## src/rtl/wheel_radius_reader_if.sv

```systemverilog
// Read port between wheel_radius_reader (master) and the wheel slot storage
// (slave). The master raises rd_req with a slot index; the slave answers
// with rd_ack and the radius of that slot.
interface wheel_radius_reader_if #(
    parameter int NUM_WHEELS = 4,
    parameter int RADIUS_W   = 2
);
    localparam int IDX_W = (NUM_WHEELS > 1) ? $clog2(NUM_WHEELS) : 1;

    logic                rd_req;
    logic [IDX_W-1:0]    rd_idx;
    logic                rd_ack;
    logic [RADIUS_W-1:0] rd_radius;

    modport master (
        output rd_req,
        output rd_idx,
        input  rd_ack,
        input  rd_radius
    );

    modport slave (
        input  rd_req,
        input  rd_idx,
        output rd_ack,
        output rd_radius
    );
endinterface

```

## src/rtl/wheel_radius_reader.sv

```systemverilog
// wheel_radius_reader: sweeps every wheel slot over a req/ack read port and
// publishes a coherent snapshot (packed radii, their sum, timeout flag).
// Optional macro WHEEL_READ_TIMEOUT_EN adds a per-slot timeout counter; when
// it is undefined the sweep waits indefinitely for each ack and err stays 0.
module wheel_radius_reader #(
    parameter int  NUM_WHEELS = 4,
    parameter int  RADIUS_W   = 2,
    parameter int  TIMEOUT    = 15,
    localparam int IDX_W      = (NUM_WHEELS > 1) ? $clog2(NUM_WHEELS) : 1,
    localparam int SUM_W      = RADIUS_W + $clog2(NUM_WHEELS + 1),
    localparam int VEC_W      = NUM_WHEELS * RADIUS_W
) (
    input  logic                        clk,
    input  logic                        rst_n,
    input  logic                        start,
    wheel_radius_reader_if.master       rd_bus,
    output logic                        busy,
    output logic [VEC_W-1:0]            snap_radius,
    output logic [SUM_W-1:0]            snap_sum,
    output logic                        snap_valid,
    output logic                        err
);

    typedef enum logic [1:0] {
        S_IDLE,
        S_READ,
        S_DONE
    } state_t;

    state_t             r_state;
    logic               r_rd_req;
    logic [IDX_W-1:0]   r_rd_idx;
    logic               r_busy;
    logic [VEC_W-1:0]   r_work;
    logic [SUM_W-1:0]   r_work_sum;
    logic               r_work_err;
    logic [VEC_W-1:0]   r_snap_radius;
    logic [SUM_W-1:0]   r_snap_sum;
    logic               r_snap_valid;
    logic               r_err;

    logic               w_ack;
    logic               w_timeout;
    logic               w_advance;
    logic               w_last;
    logic [RADIUS_W-1:0] w_slot_val;
    logic [VEC_W-1:0]   w_work_next;
    logic [SUM_W-1:0]   w_sum_next;
    logic               w_err_next;

    // An ack only counts while a request is outstanding.
    assign w_ack = r_rd_req & rd_bus.rd_ack;

`ifdef WHEEL_READ_TIMEOUT_EN
    localparam logic [7:0] TO_LIMIT = 8'(TIMEOUT - 1);
    logic [7:0] r_to_cnt;

    // A slot is abandoned in the TIMEOUT-th unacknowledged cycle; an ack in
    // that same cycle still wins.
    assign w_timeout = r_rd_req & ~rd_bus.rd_ack & (r_to_cnt == TO_LIMIT);
`else
    assign w_timeout = 1'b0;
`endif

    assign w_advance  = w_ack | w_timeout;
    assign w_last     = (r_rd_idx == IDX_W'(NUM_WHEELS - 1));
    // Abandoned slots are recorded as radius 0.
    assign w_slot_val = w_ack ? rd_bus.rd_radius : '0;
    assign w_sum_next = r_work_sum + SUM_W'(w_slot_val);
    assign w_err_next = r_work_err | w_timeout;

    // Work vector with the current slot replaced by this cycle's value.
    generate
        for (genvar gi = 0; gi < NUM_WHEELS; gi++) begin : g_slot
            assign w_work_next[gi*RADIUS_W +: RADIUS_W] =
                (r_rd_idx == IDX_W'(gi)) ? w_slot_val
                                         : r_work[gi*RADIUS_W +: RADIUS_W];
        end
    endgenerate

    // Sweep FSM; the snapshot loads on the edge into DONE so that it and
    // snap_valid appear together during the DONE cycle.
    always_ff @(posedge clk or negedge rst_n) begin
        if (!rst_n) begin
            r_state       <= S_IDLE;
            r_rd_req      <= 1'b0;
            r_rd_idx      <= '0;
            r_busy        <= 1'b0;
            r_work        <= '0;
            r_work_sum    <= '0;
            r_work_err    <= 1'b0;
            r_snap_radius <= '0;
            r_snap_sum    <= '0;
            r_snap_valid  <= 1'b0;
            r_err         <= 1'b0;
`ifdef WHEEL_READ_TIMEOUT_EN
            r_to_cnt      <= '0;
`endif
        end else begin
            case (r_state)
                S_IDLE: begin
                    r_snap_valid <= 1'b0;
                    if (start) begin
                        r_state    <= S_READ;
                        r_rd_req   <= 1'b1;
                        r_rd_idx   <= '0;
                        r_busy     <= 1'b1;
                        r_work_sum <= '0;
                        r_work_err <= 1'b0;
`ifdef WHEEL_READ_TIMEOUT_EN
                        r_to_cnt   <= '0;
`endif
                    end
                end
                S_READ: begin
                    if (w_advance) begin
                        r_work     <= w_work_next;
                        r_work_sum <= w_sum_next;
                        r_work_err <= w_err_next;
`ifdef WHEEL_READ_TIMEOUT_EN
                        r_to_cnt   <= '0;
`endif
                        if (w_last) begin
                            r_rd_req      <= 1'b0;
                            r_state       <= S_DONE;
                            r_snap_radius <= w_work_next;
                            r_snap_sum    <= w_sum_next;
                            r_err         <= w_err_next;
                            r_snap_valid  <= 1'b1;
                        end else begin
                            r_rd_idx <= r_rd_idx + 1'b1;
                        end
                    end else begin
`ifdef WHEEL_READ_TIMEOUT_EN
                        r_to_cnt <= r_to_cnt + 8'd1;
`endif
                    end
                end
                S_DONE: begin
                    r_snap_valid <= 1'b0;
                    r_busy       <= 1'b0;
                    r_state      <= S_IDLE;
                end
                default: begin
                    r_state <= S_IDLE;
                end
            endcase
        end
    end

    assign rd_bus.rd_req = r_rd_req;
    assign rd_bus.rd_idx = r_rd_idx;
    assign busy          = r_busy;
    assign snap_radius   = r_snap_radius;
    assign snap_sum      = r_snap_sum;
    assign snap_valid    = r_snap_valid;
    assign err           = r_err;

endmodule

```

## src/flat_wrapper.sv

```systemverilog
// flat-port wrapper written by rule: the top's interface ports become plain ports
module wheel_radius_reader_flat 
#(
    parameter int  NUM_WHEELS = 4,
    parameter int  RADIUS_W   = 2,
    parameter int  TIMEOUT    = 15,
    localparam int IDX_W      = (NUM_WHEELS > 1) ? $clog2(NUM_WHEELS) : 1,
    localparam int SUM_W      = RADIUS_W + $clog2(NUM_WHEELS + 1),
    localparam int VEC_W      = NUM_WHEELS * RADIUS_W
)
  (clk, rst_n, start, busy, snap_radius, snap_sum, snap_valid, err, rd_bus_rd_req, rd_bus_rd_idx, rd_bus_rd_ack, rd_bus_rd_radius);
  wheel_radius_reader_if #(.NUM_WHEELS(NUM_WHEELS), .RADIUS_W(RADIUS_W)) rd_bus_i ();
  input  logic clk;
  input  logic rst_n;
  input  logic start;
  output logic busy;
  output logic [VEC_W-1:0] snap_radius;
  output logic [SUM_W-1:0] snap_sum;
  output logic snap_valid;
  output logic err;
  output wire logic [$bits(rd_bus_i.rd_req)-1:0] rd_bus_rd_req;
  output wire logic [$bits(rd_bus_i.rd_idx)-1:0] rd_bus_rd_idx;
  input wire logic [$bits(rd_bus_i.rd_ack)-1:0] rd_bus_rd_ack;
  input wire logic [$bits(rd_bus_i.rd_radius)-1:0] rd_bus_rd_radius;
  assign rd_bus_rd_req = rd_bus_i.rd_req;
  assign rd_bus_rd_idx = rd_bus_i.rd_idx;
  assign rd_bus_i.rd_ack = rd_bus_rd_ack;
  assign rd_bus_i.rd_radius = rd_bus_rd_radius;
  wheel_radius_reader #(.NUM_WHEELS(NUM_WHEELS), .RADIUS_W(RADIUS_W), .TIMEOUT(TIMEOUT)) u_core (.clk(clk), .rst_n(rst_n), .start(start), .rd_bus(rd_bus_i), .busy(busy), .snap_radius(snap_radius), .snap_sum(snap_sum), .snap_valid(snap_valid), .err(err));
endmodule
```

## config.mk

```make
export PLATFORM = sky130hd
export DESIGN_NAME = wheel_radius_reader_flat
export DESIGN_NICKNAME = d
export VERILOG_FILES = /design/src/rtl/wheel_radius_reader_if.sv /design/src/rtl/wheel_radius_reader.sv /design/src/flat_wrapper.sv
export SDC_FILE = /design/constraint.sdc
export NUM_CORES = 1
export LEC_CHECK = 0
export CAP_MARGIN = 30
export CORE_ASPECT_RATIO = 1.1
export CORE_MARGIN = 2
export CORE_UTILIZATION = 42
export CTS_CLUSTER_DIAMETER = 150
export DETAILED_ROUTE_END_ITERATION = 8
export PLACE_DENSITY = 0.76
export SETUP_SLACK_MARGIN = 0.05
export SLEW_MARGIN = 0
export SYNTH_ARGS = -nofsm -noshare
export SYNTH_HDL_FRONTEND = slang
export SYNTH_SLANG_ARGS = --single-unit
export TNS_END_PERCENT = 100
```

## constraint.sdc

```tcl
create_clock -name clk -period 2 [get_ports clk]
set_input_delay 0.3 -clock clk [delete_from_list [all_inputs] [get_ports clk]]
set_output_delay 0.3 -clock clk [all_outputs]
set_load 0.02 [all_outputs]
```

# == Word-level counts from Yosys, hierarchy flattened ==
# Cells that the tools add are included.
# totals
register_bits,33
inputBits,6
output_inout_bits,19
wordCells,59
# classes
addsub,2
n_eq_ne,9
muxes,24
n_bitwise,1
reduce_logical,14
# ops
op,n
$mux W2,11
$reduce_and A3 Y1,4
$mux W5,2
$pmux W5 S2,1
$pmux W2 S2,2
$reduce_and A4 Y1,2
$eq A2 B2 Y1 const B,3
$pmux W1 S2,3
$reduce_bool A2 Y1,3
$add A5 B2 Y5,1
$mux W1,5
$eq A2 B1 Y1 const B,2
$logic_not A2 Y1,2
$ne A2 B1 Y1 const B,2
$ne A2 B2 Y1 const B,2
$reduce_and A2 Y1,2
$add A2 B1 Y2 const B,1
$reduce_or A2 Y1,1
$and A1 B1 Y1,1

# == Depth between registers and ports, before layout ==
# Gate-level depths: netlist (run 1).
# logic_depth
ltp_word,5
mapped_depth,8
mapped_depth_nobuf,7

# == Least setup slack after synthesis (run 1) ==
# Ideal clock, no wire load.
# synth_timing
kind,reg2reg
from,reg u_core.r_rd_req (netlist: u_core.rd_bus.rd_req)
to,reg u_core.r_work_sum[4]
setup_time_ns,0.131
t_arrival_ns,2.042
required_ns,1.869
slack_ns,-0.174
stages_incl_launch_ff,9
path_buffers,1
period_less_slack_ns,2.174
cell_sequence,dfrtp_1 > and3_1 > clkbuf_1 > ha_1 > inv_1 > fa_1 > nand3b_1 > o221ai_1 > o31ai_1
# synth_between
elab_chain_len,5
elab_cells_between_ends,7
cone_classes,add/sub: 1; eq/ne: 1; mux: 3; bitwise: 1; reduce/logical: 1
# synth_lines
item,line_no,source
"start, declared",wheel_radius_reader.sv:31,logic r_rd_req;
"start signal, assigned",wheel_radius_reader.sv:86,r_rd_req <= 1'b0;
"start signal, assigned",wheel_radius_reader.sv:105,r_rd_req <= 1'b1;
"start signal, assigned",wheel_radius_reader.sv:124,r_rd_req <= 1'b0;
$and A1 B1 Y1 (*),wheel_radius_reader.sv:52,assign w_ack = r_rd_req & rd_bus.rd_ack;
$mux W2,wheel_radius_reader.sv:68,assign w_slot_val = w_ack ? rd_bus.rd_radius : '0;
$add A5 B2 Y5,wheel_radius_reader.sv:69,assign w_sum_next = r_work_sum + SUM_W'(w_slot_val);
$mux W5,wheel_radius_reader.sv:116,if (w_advance) begin
$pmux W5 S2,wheel_radius_reader.sv:100,case (r_state)
"end signal, assigned",wheel_radius_reader.sv:118,r_work_sum <= w_sum_next;
"end, declared",wheel_radius_reader.sv:35,logic [SUM_W-1:0] r_work_sum;
# Mark *: on every way between the ends. The rest lies on a longest branch, timed or not. The select of a mux whose other input is x is not followed.
# A chain may end at the register's enable or synchronous reset.

# == Final worst setup path (run 1) ==
# layout_timing
from,in rd_bus_rd_ack
to,reg u_core.r_snap_sum[4] (netlist: u_core.snap_sum[4])
# layout_between
elab_chain_len,3
elab_cells_between_ends,4
cone_classes,add/sub: 1; mux: 1; bitwise: 1; reduce/logical: 1
# layout_lines
item,line_no,source
"start, declared",flat_wrapper.sv:23,input wire logic [$bits(rd_bus_i.rd_ack)-1:0] rd_bus_rd_ack;
$and A1 B1 Y1 (*),wheel_radius_reader.sv:52,
$mux W2,wheel_radius_reader.sv:68,
$add A5 B2 Y5,wheel_radius_reader.sv:69,
"end signal, assigned",wheel_radius_reader.sv:127,r_snap_sum <= w_sum_next;
"end, declared",wheel_radius_reader.sv:38,logic [SUM_W-1:0] r_snap_sum;
# Mark *: on every way between the ends. The rest lies on a longest branch, timed or not.

==> results of run 1 <==
[cell type report]
type / count / area (um2)
inverter: 8 / 30.0
multi-input combinational: 85 / 649
tap: 48 / 60.1
sequential: 31 / 777
timing repair buffer: 37 / 335
clock buffer: 7 / 45.0
fill: 301 / 1490
[synthesized netlist by cell type (2+ instances only)]
master and instances:
ha_1 6, nor2_1 3, a21o_1 2, mux2_2 7, nor2b_1 2, and3_1 3
xor2_1 2, a21oi_1 18, mux2_4 2, inv_1 7, dfrtp_1 31, nand2_1 8
o2bb2ai_1 2, buf_4 3, nand3_1 3, clkbuf_1 4, nand2_2 2, mux2i_1 6
o21ai_0 4
[power by group]
group | switching (mW) | internal [mW] | leakage (nW)
combinational | 0.755 | 0.755 | 0.479
clock | 0.206 | 0.132 | 0.0254
sequential | 0.215 | 0.900 | 0.387
[registers in the layout, indices dropped and copies added, names as in the netlist]
name	flops
u_core.snap_radius	8
u_core.r_work	6
u_core.r_work_sum	5
u_core.snap_sum	5
u_core.r_state	2
u_core.rd_bus.rd_idx	2
u_core.busy	1
u_core.rd_bus.rd_req	1
u_core.snap_valid	1
[routing by layer]
metal / vias up / track usage (%)
met5: - / 0
met2: 35 / 30.8
met4: 0 / 7.61
li1: 533 / -
met1: 560 / 22.1
met3: 8 / 5.44
[worst paths after layout]
kind	endpoint	slack, ns	from	cells after the start
setup / recovery	u_core.snap_sum[4]	0.16	rd_bus_rd_ack	8
hold / removal	u_core.busy	0.34	rst_n	2
max in group asynchronous	u_core.snap_radius[4]	1.35	rst_n	2
setup reg to reg	u_core.snap_sum[4]	0.18	u_core.rd_bus.rd_req	7
hold reg to reg	u_core.snap_valid	0.48	u_core.snap_valid	2
min in group clk	u_core.snap_valid	0.48	u_core.snap_valid	2
[cell families after synthesis]
family | after synthesis | synth area share [%]
AOI/OAI and AO/OA | 34 | 14.1
DFF | 31 | 51.8
and+or+nand+nor | 26 | 9.70
buffers and inverters | 16 | 5.27
muxes | 15 | 11.3
adders and majority gates | 7 | 6.35
xor gates and xnor gates | 2 | 1.17
other | 1 | 0.251
[worst max-delay path, stage by stage]
cell and delay (ns):
clkdlybuf4s50_1 0.49, and3_4 0.19, ha_1 0.16, inv_1 0.06, fa_2 0.35, nand3b_1 0.22
xor2_1 0.17, a21oi_1 0.16
[what timing repair did]
action / in CTS / in global routing
setup buffers: 0 / 2
setup endpoints to repair: 0 / 2
gates resized for setup: 0 / 1
hold buffers: 0 / 0
==> summary.md, run 1 <==
| Metric | Value |
|---|---|
| Mapped cell area | `~1500 um2` |
| Fin worst setup slack | `0.159 ns` |
| Final Hold Fails | `0` |
| Startpoint Class | `primary input` |
| Die X | `60.9 um` |
| Area grow syn2layout | `26.8%` |
| Met2 wire length | `1630 um` |
| Total CTS buffers | `5` |
| Dpl hpwl | `2300 um` |
| Critical Path RT | `roughly 2.3 ns` |
| Number of synthesized register bits | `31` |
| Fin crit period | `1.84 ns` |
| Final Max Slew Viols | `0` |
| IO Count | `25` |
| Largest net degree at the start of global routing | `32` |
| Total track usage | `between 15 and 20%` |
| Leading area contributor after synthesis | `dfrtp_1` |
| Leakage power | `0.891 nW` |
| Netlist cell types | `36` |
| Metal-1 WL | `1420 um` |
| Syn Inst Count | `132` |
| RSZ-0062 raised after global routing | `no` |
| Placed Cells | `207` |
| Sink Count | `31` |
| # DRC | `0` |
| Post-route ant nets | `0` |
| # setup viols final | `0` |
| Status | `completed` |
| Max Fclk | `between 500 and 600 MHz` |
| Antenna diodes | `0` |
| Setup TNS Final | `0 ns` |
| DR vias | `1136` |
| Most common cell after layout, fill and taps aside | `dfrtp_1` |
| Total gr overflow | `0` |
| Worst skew pair latency | `0.34 ns` |
| Max VDD drop | `0.940 mV` |
| Clock skew | `between 0.015 and 0.02 ns` |
| IO buf count | `23` |
| H-tree depth | `2` |
| MaxCap Viol Count | `0` |
| Routed wl met3 | `approximately 140 um` |
| Initial DRC count | `41` |
| Synth warnings | `0` |
| Number of flops mapped to enable cells by yosys | `0` |
| Final Non-Filler Cells | `216` |
| Largest fanout on the critical path | `3` |
| Die area | `4060 um2` |
| Area contributors post-synth | `dfrtp_1 52%, a21oi_1 6.0%, mux2_2 5.3%` |
| Crit path kind | `in -> reg` |
| Detailed-route wire length | `3260 um` |
| Highest metal used | `met4` |
| Row count | `22` |
| Synth async-reset ratio | `100%` |
| GPL Wtd Cong | `0.863` |
| CTS tree | `done` |
| Core ar. | `approximately 3400 um2` |
| Pwr Density | `1560 nW/um2` |
| Synth top area share | `51.8%` |
| Final Cycle Share | `92.0%` |
| Most frequent cells in the layout | `30 x dfrtp_1, 23 x clkdlybuf4s50_1, 18 x a21oi_1` |
| Final Core Density | `56.0%` |
| Sequential area share after synthesis | `51.8%` |
| Wire per inst | `15.1 um` |
| Synth Flop Type | `dfrtp_1` |
| Pre-antenna DRT Iters | `4` |
| Dpl cell area | `approximately 1800 um2` |
| Antenna violations before repair | `0` |
| Hold WS | `0.344 ns` |
| Crit path arrival time | `approximately 2.1 ns` |
| Syn Nets | `~150` |
| Layout cell share with drive strength beyond 1 | `20.8%` |
| Clock transition at path regs | `0.10 ns` |
| Layout net count | `181` |
| Non-Filler Cell Area, Final | `1900 um2` |
| Clock Tree Buf Depth | `2` |
| Syn Area/Cell | `11.3 um2` |
| Tot Pwr | `2.96 mW` |
| First-pass GRT wire length | `approximately 5300 um` |
| Routed vias/inst | `around 5.3` |
| Vias in the first global route | `about 1100` |
| Initial core utilization | `44.2%` |
| CP Capture Type | `flop` |
| Place WS | `-0.227 ns` |
| Worst hold-check path type | `in -> async` |
| Root Driver | `clkbuf_4` |
| Die Y | `around 67 um` |
No activity file was read; power rests on OpenSTA's default activity.
==> inputs of run 2 (changes only) <==
Settings changed: CTS_CLUSTER_SIZE set to 20.
==> results of run 2 <==
The final DEF is identical to that of run 1; final timing and power are the same.
==> inputs of run 3 (changes only) <==
Settings changed: PLACE_DENSITY 0.76 to 0.73.
Clock period 2 ns to 2.2 ns, I/O delays scaled along.
==> summary.md, run 3 (same netlist as run 1, synthesis figures left out) <==
| Metric | Value |
|---|---|
| Status | `completed` |
| Final Cycle Share | `87.7%` |
| Vias in the first global route | `1107` |
| Post CTS Setup Buffer Count | `0` |
| Max Fclk | `just over 500 MHz` |
| Most common cell after layout, fill and taps aside | `dfrtp_1` |
| Dpl cell area | `1810 um2` |
| RSZ-0062 raised after global routing | `no` |
| # setup viols final | `0` |
| Most frequent cells in the layout | `30 x dfrtp_1, 23 x clkdlybuf4s50_1, 18 x a21oi_1` |
| Tot Pwr | `between 2 and 3 mW` |
| Final Hold Fails | `0` |
| Startpoint Class | `primary input` |
| Detailed-route wire length | `3160 um` |
| Initial DRC count | `40` |
| First-pass GRT wire length | `5320 um` |
| Final Core Density | `55.6%` |
| Total track usage | `18.1%` |
| Worst skew pair latency | `0.33 ns` |
| Die X | `60.9 um` |
| Crit path kind | `in -> reg` |
| Antenna violations before repair | `0` |
| Hold WS | `0.383 ns` |
| GPL Wtd Cong | `between 0.8 and 0.9` |
| Layout cell share with drive strength beyond 1 | `18.8%` |
| Fin crit period | `1.93 ns` |
| Clock Tree Buf Depth | `2` |
| Worst Setup SP | `rd_bus_rd_ack` |
| Post-route ant nets | `0` |
| IO Count | `25` |
| Wire per inst | `~15 um` |
| # DRC | `0` |
| Layout net count | `around 180` |
| Largest net degree at the start of global routing | `32` |
| Largest fanout on the critical path | `5` |
| CTS Hold Bufs | `0` |
| Worst hold-check path type | `in -> async` |
| Root Driver | `clkbuf_4` |
| Antenna diodes | `0` |
| Routed vias/inst | `5.30` |
| MaxCap Viol Count | `0` |
| Initial core utilization | `44.2%` |
| Crit Reg-Reg Startpoint | `u_core.rd_bus.rd_req` |
| CTS resizes | `0` |
| Max FFs per register | `8` |
| Die Y | `roughly 67 um` |
| CP Capture Type | `flop` |
| Sink Count | `31` |
| H-tree depth | `2` |
| Critical Path RT | `2.42 ns` |
| Leakage power | `slightly below 0.9 nW` |
| Pre-antenna DRT Iters | `4` |
| Die area | `4060 um2` |
| # fillers | `311` |
| Clock skew | `0.0126 ns` |
| Crit path arrival time | `around 2.2 ns` |
| Dpl hpwl | `about 2200 um` |
| CTS tree | `done` |
| Non-Filler Cell Area, Final | `1880 um2` |
| Pwr Density | `approximately 1400 nW/um2` |
| IO buf count | `23` |
| Area grow syn2layout | `25.8%` |
| Max VDD drop | `0.729 mV` |
| Row count | `22` |
| Final Max Slew Viols | `0` |
| DR vias | `1129` |
| Total gr overflow | `0` |
| Clock transition at path regs | `~0.1 ns` |
| Total CTS buffers | `5` |
| Core ar. | `between 3000 and 4000 um2` |
run 3: cell types whose count changed in the layout (fill, tap and decap cells not counted):
cell,previous run,this run
and3_4,1,0
clkbuf_8,0,2
fa_1,0,1
buf_4,14,10
fa_2,1,0
clkbuf_1,2,1
and3_1,2,3
run 3: power by group:
group          leakage [nW]  total, mW  internal (mW)  switching, mW
clock network        0.0386      0.379          0.188          0.191
logic                 0.461       1.32          0.652          0.664
registers             0.387       1.01          0.818          0.191
total                 0.886       2.70           1.66           1.05
run 3: per-stage QoR:
stage	setup slack [ns]	instances	setup TNS (ns)
after floorplan	0.116	132	0
after global placement	-0.00996	205	-0.00996
after detailed placement	-0.0641	205	-0.0819
after CTS	0.304	213	0
after global routing	0.105	213	0
final	0.270	213	0
run 3: layout make-up:
type | instances | area (um2) | area share (%)
sequential | 31 | 777 | 41.3
clock buffer | 8 | 68.8 | 3.65
tap | 48 | 60.1 | 3.19
timing repair buffer | 33 | 305 | 16.2
inverter | 8 | 30.0 | 1.59
multi-input combinational | 85 | 642 | 34.1
run 3: final timing paths:
kind	end	depth (start not counted)	slack (ns)
max	u_core.r_work_sum[4]	8	0.27
min	u_core.snap_sum[4]	2	0.38
max reg2reg	u_core.r_work_sum[4]	7	0.31
min reg2reg	u_core.snap_valid	2	0.49
max in group asynchronous	u_core.rd_bus.rd_req	2	1.51
min in group clk	u_core.snap_valid	2	0.49
run 3: critical path, stage by stage:
cell,delay (ns)
clkdlybuf4s50_1,0.48
buf_4,0.13
and3_1,0.19
inv_1,0.07
fa_1,0.41
nand3b_1,0.23
o221ai_1,0.20
o31ai_1,0.11
run 3: layer usage:
metal	wire (um)	share of wire [%]	global-route usage [%]
met5	0	0	0
met4	34	1.1	6.52
met3	142	4.5	5.24
met2	1650	52	29.4
met1	1330	42	22.6
